## src/rtl/elastic_pipe_reg_pkg.sv

```systemverilog
// elastic_pipe_reg_pkg: shared defaults and count-width helper for the elastic pipeline
package elastic_pipe_reg_pkg;

    localparam int DEF_WIDTH = 8;
    localparam int DEF_DEPTH = 4;

    function automatic int clog2_plus1(input int depth);
        return $clog2(depth + 1);
    endfunction

endpackage

```

## src/rtl/elastic_pipe_stage.sv

```systemverilog
// elastic_pipe_stage: one data/valid register pair that loads on advance and holds otherwise
module elastic_pipe_stage
    import elastic_pipe_reg_pkg::*;
#(
    parameter int               WIDTH      = DEF_WIDTH,
    parameter logic [WIDTH-1:0] RESET_DATA = '0
) (
    input  logic             clk,
    input  logic             rst,
    input  logic             flush,
    input  logic             adv,
    input  logic             in_valid,
    input  logic [WIDTH-1:0] in_data,
    output logic             valid,
    output logic [WIDTH-1:0] data
);

    logic             valid_q, valid_d;
    logic [WIDTH-1:0] data_q, data_d;

    // data only moves with a real word, so bubbles never toggle the data register
    always_comb begin
        valid_d = flush ? 1'b0 : adv ? in_valid : valid_q;
        data_d  = flush ? RESET_DATA : (adv && in_valid) ? in_data : data_q;
    end

    // stage state register, reset takes priority over everything
    always_ff @(posedge clk) begin
        if (rst) begin
            valid_q <= 1'b0;
            data_q  <= RESET_DATA;
        end else begin
            valid_q <= valid_d;
            data_q  <= data_d;
        end
    end

    assign valid = valid_q;
    assign data  = data_q;

endmodule

```

## src/rtl/elastic_pipe_reg.sv

```systemverilog
// elastic_pipe_reg: DEPTH-stage elastic register pipeline with bubble-collapsing backpressure
module elastic_pipe_reg
    import elastic_pipe_reg_pkg::*;
#(
    parameter int               WIDTH      = DEF_WIDTH,
    parameter int               DEPTH      = DEF_DEPTH,
    parameter logic [WIDTH-1:0] RESET_DATA = '0
) (
    input  logic                              clk,
    input  logic                              rst,
    input  logic                              flush,
    input  logic                              in_valid,
    input  logic [WIDTH-1:0]                  in_data,
    output logic                              in_ready,
    output logic                              out_valid,
    output logic [WIDTH-1:0]                  out_data,
    input  logic                              out_ready,
    output logic [clog2_plus1(DEPTH)-1:0]     count
);

    localparam int CW = clog2_plus1(DEPTH);

    logic [DEPTH-1:0] valid, adv;
    logic [WIDTH-1:0] data [DEPTH];

    // ready chain from the output back: an empty stage or an advancing successor lets a stage move
    always_comb begin
        adv[DEPTH-1] = ~valid[DEPTH-1] | out_ready;
        for (int i = DEPTH - 2; i >= 0; i--) adv[i] = ~valid[i] | adv[i+1];
    end

    assign in_ready  = adv[0] & ~flush;
    assign out_valid = valid[DEPTH-1];
    assign out_data  = data[DEPTH-1];

    for (genvar g = 0; g < DEPTH; g++) begin : g_stage
        logic             v_in;
        logic [WIDTH-1:0] d_in;
        if (g == 0) begin : g_head
            assign v_in = in_valid & in_ready;
            assign d_in = in_data;
        end else begin : g_body
            assign v_in = valid[g-1];
            assign d_in = data[g-1];
        end
        elastic_pipe_stage #(
            .WIDTH      (WIDTH),
            .RESET_DATA (RESET_DATA)
        ) u_stage (
            .clk      (clk),
            .rst      (rst),
            .flush    (flush),
            .adv      (adv[g]),
            .in_valid (v_in),
            .in_data  (d_in),
            .valid    (valid[g]),
            .data     (data[g])
        );
    end

    // occupancy is the popcount of the stage valid bits
    always_comb begin
        count = '0;
        for (int i = 0; i < DEPTH; i++) count = count + CW'(valid[i]);
    end

endmodule
```

## config.mk

```make
export PLATFORM = sky130hd
export DESIGN_NAME = elastic_pipe_reg
export DESIGN_NICKNAME = d
export VERILOG_FILES = /design/src/rtl/elastic_pipe_reg_pkg.sv /design/src/rtl/elastic_pipe_stage.sv /design/src/rtl/elastic_pipe_reg.sv
export SDC_FILE = /design/constraint.sdc
export NUM_CORES = 1
export LEC_CHECK = 0
export ABC_AREA = 1
export CAP_MARGIN = 20
export CORE_MARGIN = 2
export CORE_UTILIZATION = 50
export CTS_CLUSTER_SIZE = 30
export DETAILED_ROUTE_END_ITERATION = 7
export PLACE_DENSITY = 0.76
export SKIP_LAST_GASP = 1
export SLEW_MARGIN = 20
export SYNTH_ARGS = -nofsm -noshare
export SYNTH_HDL_FRONTEND = slang
export SYNTH_SLANG_ARGS = --single-unit
export TNS_END_PERCENT = 30
```

## constraint.sdc

```tcl
create_clock -name clk -period 3 [get_ports clk]
set_clock_uncertainty 0.2 [all_clocks]
set_input_delay 0.75 -clock clk [delete_from_list [all_inputs] [get_ports clk]]
set_output_delay 0.75 -clock clk [all_outputs]
set_load 0.01 [all_outputs]
```

# After elaboration in Yosys (flattened, before gate mapping)
# Index checks and enable logic that the tools add are counted.
# word_totals
ff_bits	36
latchBits	0
mem_bits_rw	0
mem_bits_ro	0
wordCells	27
memories	0
# op_classes
addsub	3
multipliers	0
div_mod_pow	0
n_lt_le_gt_ge	0
n_eq_ne	0
shifts	0
mux	0
bitwise_logic	11
reduce_logical	5
# op_table
op	count
inverter 1 bit	5
logical AND 1 bit	4
bitwise OR 1 bit	4
adder 2 x 1 -> 3 bit	1
adder 3 x 1 -> 3 bit	1
adder 1 x 1 -> 2 bit	1
bitwise AND 1 bit	2
OR reduction 2 bit	1

# Depth between registers and ports, before layout
# Gate-level depths: netlist of run 1.
# logic_depth
ltp_word	8
depth_mapped	7
mapped_depth_nobuf	7

# By module
# A second synthesis of run 1 with hierarchy kept.
# hier_totals
hier_cells	242
hier_area_um2	1631.6
# by_module_without_submodules
mod	n_inst	cells_each	area_each_um2	seq_area_each_um2
elastic_pipe_stage	4	56	375.4	180.2
elastic_pipe_reg	1	18	130.1	0.0

# Worst setup path after synthesis of run 1
# Ideal clock, no wire load.
# synth_path
path_type	register -> output
startpoint	register g_stage[3].u_stage.valid_q
endpoint	output count[1]
t_arrival_ns	1.475
path_slack_ns	0.575
path_stages_with_launch	6
path_cell_list	dfxtp_1 -> inv_2 -> fa_1 -> inv_1 -> ha_1 -> ha_1
# synth_between
elab_chain_len	1
# synth_rtl
item	line_no	source
start, declared	elastic_pipe_stage.sv:18	logic valid_q, valid_d;
start signal, assigned	elastic_pipe_stage.sv:33	valid_q <= valid_d;
adder 3 x 1 -> 3 bit	elastic_pipe_reg.sv:64	for (int i = 0; i < DEPTH; i++) count = count + CW'(valid[i]);
end, declared	elastic_pipe_reg.sv:18	output logic [clog2_plus1(DEPTH)-1:0] count
# Every way passes these cells.

# Final worst setup path of run 1
# layout_path
startpoint	input out_ready
endpoint	output in_ready
# layout_between
elab_chain_len	5
# layout_rtl
item	line_no	source
start, declared	elastic_pipe_reg.sv:17	input logic out_ready,
bitwise OR 1 bit	elastic_pipe_reg.sv:28	adv[DEPTH-1] = ~valid[DEPTH-1] | out_ready;
bitwise OR 1 bit (3 in series)	elastic_pipe_reg.sv:29	for (int i = DEPTH - 2; i >= 0; i--) adv[i] = ~valid[i] | adv[i+1];
bitwise AND 1 bit	elastic_pipe_reg.sv:32	assign in_ready = adv[0] & ~flush;
end, declared	elastic_pipe_reg.sv:14	output logic in_ready,
# Every way passes these cells.

==> results.py, run 1 <==
metrics = {
    "power_and_ir_drop": {
        "pwr-share-comb_pct": 7.5,
        "p_switching_mw": 0.190,
        "ir_drop_mv": 0.568,
        "internal-power_mw": 0.690,
        "fin_total_pwr_mw": 0.880,
        "pwr-share-clk_pct": 37.1,
        "leakage_nw": 0.808,
        "netSwitchingFraction_pct": 21.6,
        "pwr-share-seq_pct": 55.4,
        "p_per_area_nw_per_um2": 481,
    },
    "logic_synthesis": {
        "synth_area_leaders": "dfxtp_1, nor2_1, inv_1, o21ai_0, nand2_1",
        "syn-num-nets": 216,
        "synth_area_leader_cell": "dfxtp_1",
        "synth_warnings": 0,
        "synth_seq_area_share_pct": 49.0,
        "avgSynthCellArea_sq_um": 7.35,
        "netlist_instances": 200,
        "synth_top_area_share_pct": 49.0,
        "ys_ff_latch": 36,
        "synth_area_sq_um": 1470,
        "synthDistinctLibCells": 20,
    },
    "grt": {
        "grt_pass1_vias": 1180,
        "grt_overflow": 0,
        "grt_first_pass_wirelength_um": 4330,
        "antenna_found_initial": 0,
        "grt_max_degree": 35,
        "grt.total_usage_pct": 17.0,
    },
    "clock_tree": {
        "cts_inserted_buffers": 5,
        "insertion_delay_ns": 0.34,
        "cts-root-buf": "clkbuf_4",
        "cts_hold_buf": 0,
        "post-cts-setup-buffers": 0,
        "clock_sinks": 36,
        "cts_buffer_depth": 2,
        "htree_levels": 2,
        "cts_tree": "built",
        "clk_pin_slew_ns": 0.10,
    },
    "finish": {
        "multi_input_area_sq_um": 579,
        "n_antenna_cell": 0,
        "drive_above_1_share_pct": 9.09,
        "fillers": 264,
        "syn_to_final_growth_pct": 24.3,
        "layout_common_cells": "nor2_1, dfxtp_1, inv_1",
        "final_cells": 262,
        "finish.net_count": 246,
        "mostFrequentLayoutCell": "nor2_1",
        "regArea_sq_um": 722,
    },
    "place": {
        "pre_cts_ws_ns": -0.0456,
        "io_buffer_count": 25,
        "hpwlAfterDp_um": 1960,
        "dpl.cell_count": 254,
        "place.gp.congestion": 0.805,
    },
    "sta": {
        "finalCriticalPeriod_ns": 3.05,
        "rsz0062_at_grt": "yes",
        "fin_crit_sh_pct": 102,
        "relSlewSlack_pct": 79.7,
        "hold_viol": 0,
        "setup_viol": 1,
        "fin_ws_ns": -0.0531,
        "slew_violations": 0,
        "tightest_slew_ns": 0.303,
        "fmax_ghz": 0.328,
        "finalSetupTns_ns": -0.0531,
    },
    "critical_path": {
        "max_stage_delay_ns": 0.55,
        "worstPathMaxFanout": 4,
        "crit_buf_inv": 3,
        "path_cells": "clkdlybuf4s50_1 -> nor2_4 -> nand4_2 -> inv_1 -> nor2_1 -> clkdlybuf4s50_1",
        "critPathArrivalTime_ns": 2.10,
        "cp.required_ns": 2.05,
        "rrSetupSlack_ns": 1.52,
        "critPathSlowestCell": "clkdlybuf4s50_1",
        "crit_path_start_kind": "primary input",
        "worst_setup_path_end_kind": "output pin",
        "crit_top_cell": "clkdlybuf4s50_1",
        "path_class": "primary input to output pin",
        "path_delay_family": "buffers and inverters",
    },
    "floorplan": {
        "coreArea_sq_um": 2780,
        "die_x_um": 58.2,
        "dieArea_sq_um": 3390,
        "ios": 26,
        "die_h_um": 58.2,
        "row_count": 19,
        "start_util_pct": 52.9,
    },
    "route": {
        "drt-initial-drc-count": 23,
        "wl_per_cell_um": 9.47,
        "wl_um": 2480,
        "drt-vias-per-instance": 4.68,
        "dr.pass1.iters": 4,
        "antenna_left": 0,
        "via_count": 1225,
        "drc": 0,
    },
    "min_path": {
        "hold_path.class": "flop to flop",
    },
    "run": {
        "drv_cap": 0,
    },
    "status": {
        "failed_checks": "negative setup slack",
        "status": "finished with violations",
    },
}
-- worst register-to-register path: stages, from the launching register on --
cell and delay (ns):
dfxtp_1 0.36, inv_2 0.06, nor2_4 0.12, nand4_2 0.11, buf_4 0.20, nand3_2 0.15, nand2_1 0.09, inv_1 0.06
nor2_1 0.04
-- timing repair --
item	4_1_cts	5_1_grt
endpoints found under the setup margin	4	4
pin swaps	0	0
cloned	0	0
resized for setup	3	1
-- final timing paths --
| path | start | to | cells past startpoint |
|---|---|---|---|
| min | g_stage[2].u_stage.data[7] | g_stage[2].u_stage.data[7] | 2 |
| max reg2reg | g_stage[3].u_stage.valid | g_stage[0].u_stage.data[0] | 8 |
| min reg2reg | g_stage[2].u_stage.data[7] | g_stage[2].u_stage.data[7] | 2 |
| max | out_ready | in_ready | 6 |
-- cell usage after synthesis (all sizes together) --
library cell   n
nor2          59
dfxtp         36
fa             1
buf            5
nand2         22
ha             2
clkinv         4
a21oi          3
inv           33
o21ai         24
nand3          2
nand4          9
-- power by group through the flow --
stage	registers (mW)	logic, mW	clock network [mW]
2_1_floorplan	0.498	0.0403	0
3_3_place_gp	0.498	0.0636	0
3_5_place_dp	0.498	0.0663	0
4_1_cts	0.487	0.0666	0.338
5_1_grt	0.488	0.0752	0.351
6_report	0.487	0.0658	0.327
-- routing by layer --
layer	share of wire, %	wire (um)	vias up	global-route usage, %
li1	-	-	668	-
met1	39	976	529	14.4
met2	55	1350	26	33.3
met3	5.1	126	2	7.59
met4	1.0	25	0	7.31
met5	0	0	-	0
-- sequential cells by signal, indices dropped and copies added (netlist names) --
signal and cells:
g_stage.u_stage.valid 4, g_stage.u_stage.data 32
-- area by class of cell --
cell class                 count  area share (%)
clock inverter                 2            1.92
sequential                    36            39.5
tap                           31            2.12
timing repair buffer          28            14.9
clock buffer                   6            2.26
multi-input combinational    122            31.7
inverter                      37            7.60
-- logic make-up (layout without fill, tap and decap cells) --
group	after synthesis	count (layout)	share of synthesized area (%)
fa+ha+maj	3	3	3.06
flops	36	36	49.0
buf+inv	42	73	11.6
compound gates	27	27	9.19
simple gates	92	92	27.1
-- stage by stage --
| stage | util, % | instance area, sq um | hold slack [ns] |
|---|---|---|---|
| 3_3_place_gp | 62.9 | 1750 | 0.257 |
| 4_1_cts | 65.6 | 1830 | 0.292 |
| 3_5_place_dp | 62.9 | 1750 | 0.267 |
| 5_1_grt | 65.7 | 1830 | 0.319 |
| 6_report | 65.7 | 1830 | 0.284 |
| 2_1_floorplan | - | 1470 | 0.250 |
Power figures use the tool's default switching activity.
==> run 2: changes to the inputs <==
- CORE_UTILIZATION: 50 -> 25
- PLACE_DENSITY: 0.76 -> default
==> run 2 against run 1 <==
Compared with the run above: the run still ends with negative setup slack left; highest routed layer unchanged; worst hold slack worse by 0.0062 ns; critical path depth unchanged; global-route usage down 7.7 points; final area up 4.9%; core utilization down 32 points; first-iteration DRC count up 83%; clock power up 28%; cell count up 16%.
==> results.py, run 2 (same netlist as run 1, synthesis figures left out) <==
metrics = {
    "status": {
        "status": "finished with violations",
        "failed_checks": "negative setup slack",
    },
    "grt": {
        "grt.total_usage_pct": 9.27,
        "grt_pass1_vias": 1091,
        "antenna_found_initial": 0,
        "grt_first_pass_wirelength_um": 4600,
        "grt_overflow": 0,
        "grt_max_degree": 35,
    },
    "finish": {
        "final_cells": 303,
        "largest_reg_flops": 32,
        "layout_common_cells": "nor2_1, dfxtp_1, inv_1",
        "mostFrequentLayoutCell": "nor2_1",
        "drive_above_1_share_pct": 9.96,
        "fillers": 642,
        "n_antenna_cell": 0,
        "finish.net_count": 246,
        "syn_to_final_growth_pct": 30.4,
    },
    "route": {
        "drt-initial-drc-count": 42,
        "wl_per_cell_um": 8.15,
        "via_count": 1181,
        "drt-vias-per-instance": 3.90,
        "wl_um": 2470,
        "dr.pass1.iters": 4,
        "drc": 0,
        "antenna_left": 0,
    },
    "sta": {
        "finalCriticalPeriod_ns": 3.01,
        "rsz0062_at_grt": "yes",
        "fin_ws_ns": -0.00554,
        "fmax_ghz": 0.333,
        "whs_ns": 0.278,
        "tightest_slew_ns": 0.293,
        "slew_violations": 0,
        "hold_viol": 0,
        "relSlewSlack_pct": 80.4,
        "fin_crit_sh_pct": 100,
        "setup_viol": 2,
    },
    "critical_path": {
        "rr_endpoint": "g_stage[0].u_stage.valid",
        "reg2reg_from": "g_stage[3].u_stage.valid",
        "cp-startpoint": "out_ready",
        "cp.required_ns": 2.05,
        "rrSetupSlack_ns": 1.58,
        "crit_path_start_kind": "primary input",
        "path_class": "primary input to output pin",
        "worstPathMaxFanout": 4,
        "critPathArrivalTime_ns": 2.06,
        "worst_setup_path_end_kind": "output pin",
        "reg2reg_depth": 8,
    },
    "clock_tree": {
        "cts_hold_buf": 0,
        "clock_sinks": 36,
        "cts_buffer_depth": 2,
        "insertion_delay_ns": 0.29,
        "cts_inserted_buffers": 5,
        "clk_pin_slew_ns": 0.07,
        "cts-root-buf": "clkbuf_8",
        "htree_levels": 2,
        "cts_tree": "built",
    },
    "min_path": {
        "hold_path.class": "flop to flop",
        "holdPathStages": 2,
        "hold_path_end": "g_stage[2].u_stage.data[1]",
        "holdCritStartpoint": "g_stage[2].u_stage.data[1]",
    },
    "place": {
        "place.gp.congestion": 0.713,
        "dpl.cell_count": 295,
        "io_buffer_count": 25,
        "pre_cts_ws_ns": -0.0292,
        "hpwlAfterDp_um": 1780,
    },
    "power_and_ir_drop": {
        "ir_drop_mv": 0.234,
        "p_per_area_nw_per_um2": 506,
        "leakage_nw": 0.817,
    },
    "floorplan": {
        "ios": 26,
        "coreArea_sq_um": 5610,
        "row_count": 27,
        "start_util_pct": 26.2,
        "dieArea_sq_um": 6510,
        "die_x_um": 80.7,
        "die_h_um": 80.7,
    },
    "run": {
        "drv_cap": 0,
    },
}
## run 2: cell types whose count changed in the layout (fill, tap and decap cells not counted)
cell and change:
dfxtp_2 +1, dlygate4sd2_1 -1, clkbuf_4 -5, clkbuf_1 -1, dfxtp_1 -1, clkdlybuf4s50_1 +1
clkinvlp_4 +1, clkbuf_8 +5
## run 2: cell type report
| cell class | instances | area (sq um) | area share (%) |
|---|---|---|---|
| Sequential cell | 36 | 723 | 37.7 |
| Clock inverter | 3 | 42.5 | 2.22 |
| Multi-Input combinational cell | 122 | 579 | 30.2 |
| Timing Repair Buffer | 28 | 274 | 14.3 |
| Clock buffer | 5 | 68.8 | 3.59 |
| Tap cell | 72 | 90.1 | 4.70 |
| Inverter | 37 | 139 | 7.25 |
## run 2: worst max path at each step
stage / end / slack [ns] / cells after the start
global placement: in_ready / -0.04 / 6
CTS: count[2] / -0.05 / 6
floorplan: count[1] / 0.57 / 5
global route: count[0] / -0.11 / 5
finish: in_ready / -0.006 / 6
detailed placement: in_ready / -0.03 / 6
## run 2: power by group
group / internal (mW) / total [mW] / switching [mW]
clock network: 0.246 / 0.418 / 0.173
logic: 0.0313 / 0.0651 / 0.0338
registers: 0.484 / 0.487 / 0.00319
## run 2: routing by layer
layer | vias up | GRT usage, % | part of all wire (%)
li1 | 666 | - | -
met1 | 479 | 11.0 | 50
met2 | 29 | 14.2 | 41
met3 | 7 | 3.03 | 5.6
met4 | 0 | 6.10 | 3.2
met5 | - | 0 | 0
## run 2: worst max-delay path, cell delays in order
cell and delay (ns):
clkdlybuf4s50_1 0.50, nor2_4 0.06, nand4_2 0.08, inv_1 0.05, nor2_1 0.08, clkdlybuf4s50_1 0.54
## run 2: through the flow
step	setup TNS [ns]	util [%]	cell area, sq um	power (mW)
floorplan	0	-	1470	0.538
global placement	-0.0350	32.1	1800	0.563
detailed placement	-0.0292	32.1	1800	0.564
CTS	-0.110	34.1	1910	0.986
global route	-0.206	34.2	1920	1.02
finish	-0.00780	34.2	1920	0.971
## run 2: timing repair
| action | in CTS | in global routing |
|---|---|---|
| resized for setup | 2 | 2 |
| endpoints found under the setup margin | 4 | 4 |
| buffers inserted | 0 | 0 |
| gates cloned | 0 | 0 |
==> run 3: changes to the inputs <==
- GPL_TIMING_DRIVEN: default -> 0
==> run 3 against run 2 <==
Compared with the run above: the run still ends with negative setup slack left; sequential share of layout area increased by 0.27 points; critical path depth did not move; power down 7.4%; flip-flop and latch count unchanged; sequential power about the same; global-route usage up 0.56 points; register-to-register slack is essentially flat; first-iteration DRC count down 21%; largest power group unchanged.
==> results.py, run 3 (same netlist as run 1, synthesis figures left out) <==
metrics = {
    "clock_tree": {
        "clock_sinks": 36,
        "clk_pin_slew_ns": 0.06,
        "htree_levels": 2,
        "cts_tree": "built",
        "cts_buffer_depth": 2,
        "post-cts-setup-buffers": 0,
        "cts_inserted_buffers": 5,
        "insertion_delay_ns": 0.29,
        "cts_hold_buf": 0,
        "cts-root-buf": "clkbuf_8",
    },
    "place": {
        "place.gp.congestion": 0.665,
        "hpwlAfterDp_um": 1940,
        "io_buffer_count": 24,
        "dpl_cell_area_sq_um": 1800,
    },
    "power_and_ir_drop": {
        "leakage_nw": 0.811,
        "p_per_area_nw_per_um2": 472,
        "fin_total_pwr_mw": 0.899,
        "ir_drop_mv": 0.133,
    },
    "critical_path": {
        "critPathArrivalTime_ns": 2.07,
        "worstPathMaxFanout": 3,
        "critPathSlowestCell": "fa_1",
        "worst_setup_path_end_kind": "output pin",
        "max_stage_delay_ns": 0.50,
        "path_cells": "inv_1 -> fa_1 -> inv_1 -> ha_1 -> ha_1 -> clkdlybuf4s50_1",
        "crit_buf_inv": 3,
        "crit_path_start_kind": "flop",
        "path_delay_family": "adder cells",
        "path_class": "flop to output pin",
        "cp.required_ns": 2.05,
    },
    "grt": {
        "grt_max_degree": 11,
        "antenna_found_initial": 0,
        "grt.total_usage_pct": 9.83,
        "grt_overflow": 0,
        "grt_first_pass_wirelength_um": 4760,
        "grt_pass1_vias": 1107,
    },
    "finish": {
        "utilization_pct": 33.9,
        "drive_above_1_share_pct": 9.91,
        "layout_common_cells": "nor2_1, dfxtp_1, inv_1",
        "mostFrequentLayoutCell": "nor2_1",
        "design_area_sq_um": 1900,
        "largest_reg_flops": 32,
        "syn_to_final_growth_pct": 29.4,
        "finish.net_count": 247,
        "n_antenna_cell": 0,
    },
    "floorplan": {
        "die_x_um": 80.7,
        "start_util_pct": 26.2,
        "die_h_um": 80.7,
        "row_count": 27,
        "dieArea_sq_um": 6510,
        "ios": 26,
        "coreArea_sq_um": 5610,
    },
    "run": {
        "drv_cap": 0,
    },
    "route": {
        "via_count": 1194,
        "drt-vias-per-instance": 3.93,
        "drt-initial-drc-count": 33,
        "wl_um": 2610,
        "wl_per_cell_um": 8.59,
        "dr.pass1.iters": 4,
        "antenna_left": 0,
        "drc": 0,
    },
    "sta": {
        "relSlewSlack_pct": 83.6,
        "slew_violations": 0,
        "tightest_slew_ns": 0.245,
        "rsz0062_at_grt": "yes",
        "fmax_ghz": 0.331,
        "setup_viol": 1,
        "finalCriticalPeriod_ns": 3.02,
        "fin_ws_ns": -0.0239,
        "fin_crit_sh_pct": 101,
        "hold_viol": 0,
    },
    "min_path": {
        "hold_path.class": "flop to flop",
    },
    "status": {
        "failed_checks": "negative setup slack",
        "status": "finished with violations",
    },
}
## run 3: what timing repair did
item / 4_1_cts / 5_1_grt
pin swaps: 0 / 1
setup endpoints to repair: 4 / 4
gates cloned: 0 / 0
gates resized for setup: 3 / 2
## run 3: worst register-to-register path: cells and delay by family (launching register included)
family / cells / cell delay, ns
AND/OR/NAND/NOR: 5 / 0.62
flip-flops: 1 / 0.35
buffers and inverters: 2 / 0.18
## run 3: layout make-up
cell class,instances,area [sq um]
Timing Repair Buffer,24,241
Inverter,37,139
Clock buffer,8,90.1
Buffer,5,31.3
Sequential cell,36,723
Multi-Input combinational cell,122,588
Tap cell,72,90.1
Fill cell,632,3700
## run 3: report_power, final
group          switching, mW  total [mW]  internal [mW]
clock network          0.159       0.346          0.187
registers            0.00351       0.488          0.484
logic                 0.0345      0.0653         0.0308
total                  0.197       0.899          0.702
## run 3: per-stage QoR
| step | hold WS (ns) | TNS, ns | std cells | worst slack [ns] |
|---|---|---|---|---|
| 2_1_floorplan | 0.250 | 0 | 200 | 0.575 |
| 3_3_place_gp | 0.259 | -0.177 | 296 | -0.177 |
| 3_5_place_dp | 0.268 | -0.179 | 296 | -0.179 |
| 4_1_cts | 0.284 | -0.256 | 304 | -0.196 |
| 5_1_grt | 0.304 | -0.275 | 304 | -0.137 |
| 6_report | 0.279 | -0.0239 | 304 | -0.0239 |
## run 3: layer usage
layer / global-route usage (%) / routed length (um)
met5: 0 / 0
met4: 6.61 / 80
met3: 3.82 / 137
met2: 14.7 / 1080
met1: 11.6 / 1310
## run 3: final timing paths
| check | slack (ns) | depth (start not counted) | from | to |
|---|---|---|---|---|
| max | -0.02 | 6 | g_stage[0].u_stage.valid | count[2] |
| min | 0.28 | 2 | g_stage[2].u_stage.data[5] | g_stage[2].u_stage.data[5] |
| max reg2reg | 1.57 | 7 | g_stage[3].u_stage.valid | g_stage[1].u_stage.data[1] |
| min reg2reg | 0.28 | 2 | g_stage[2].u_stage.data[5] | g_stage[2].u_stage.data[5] |
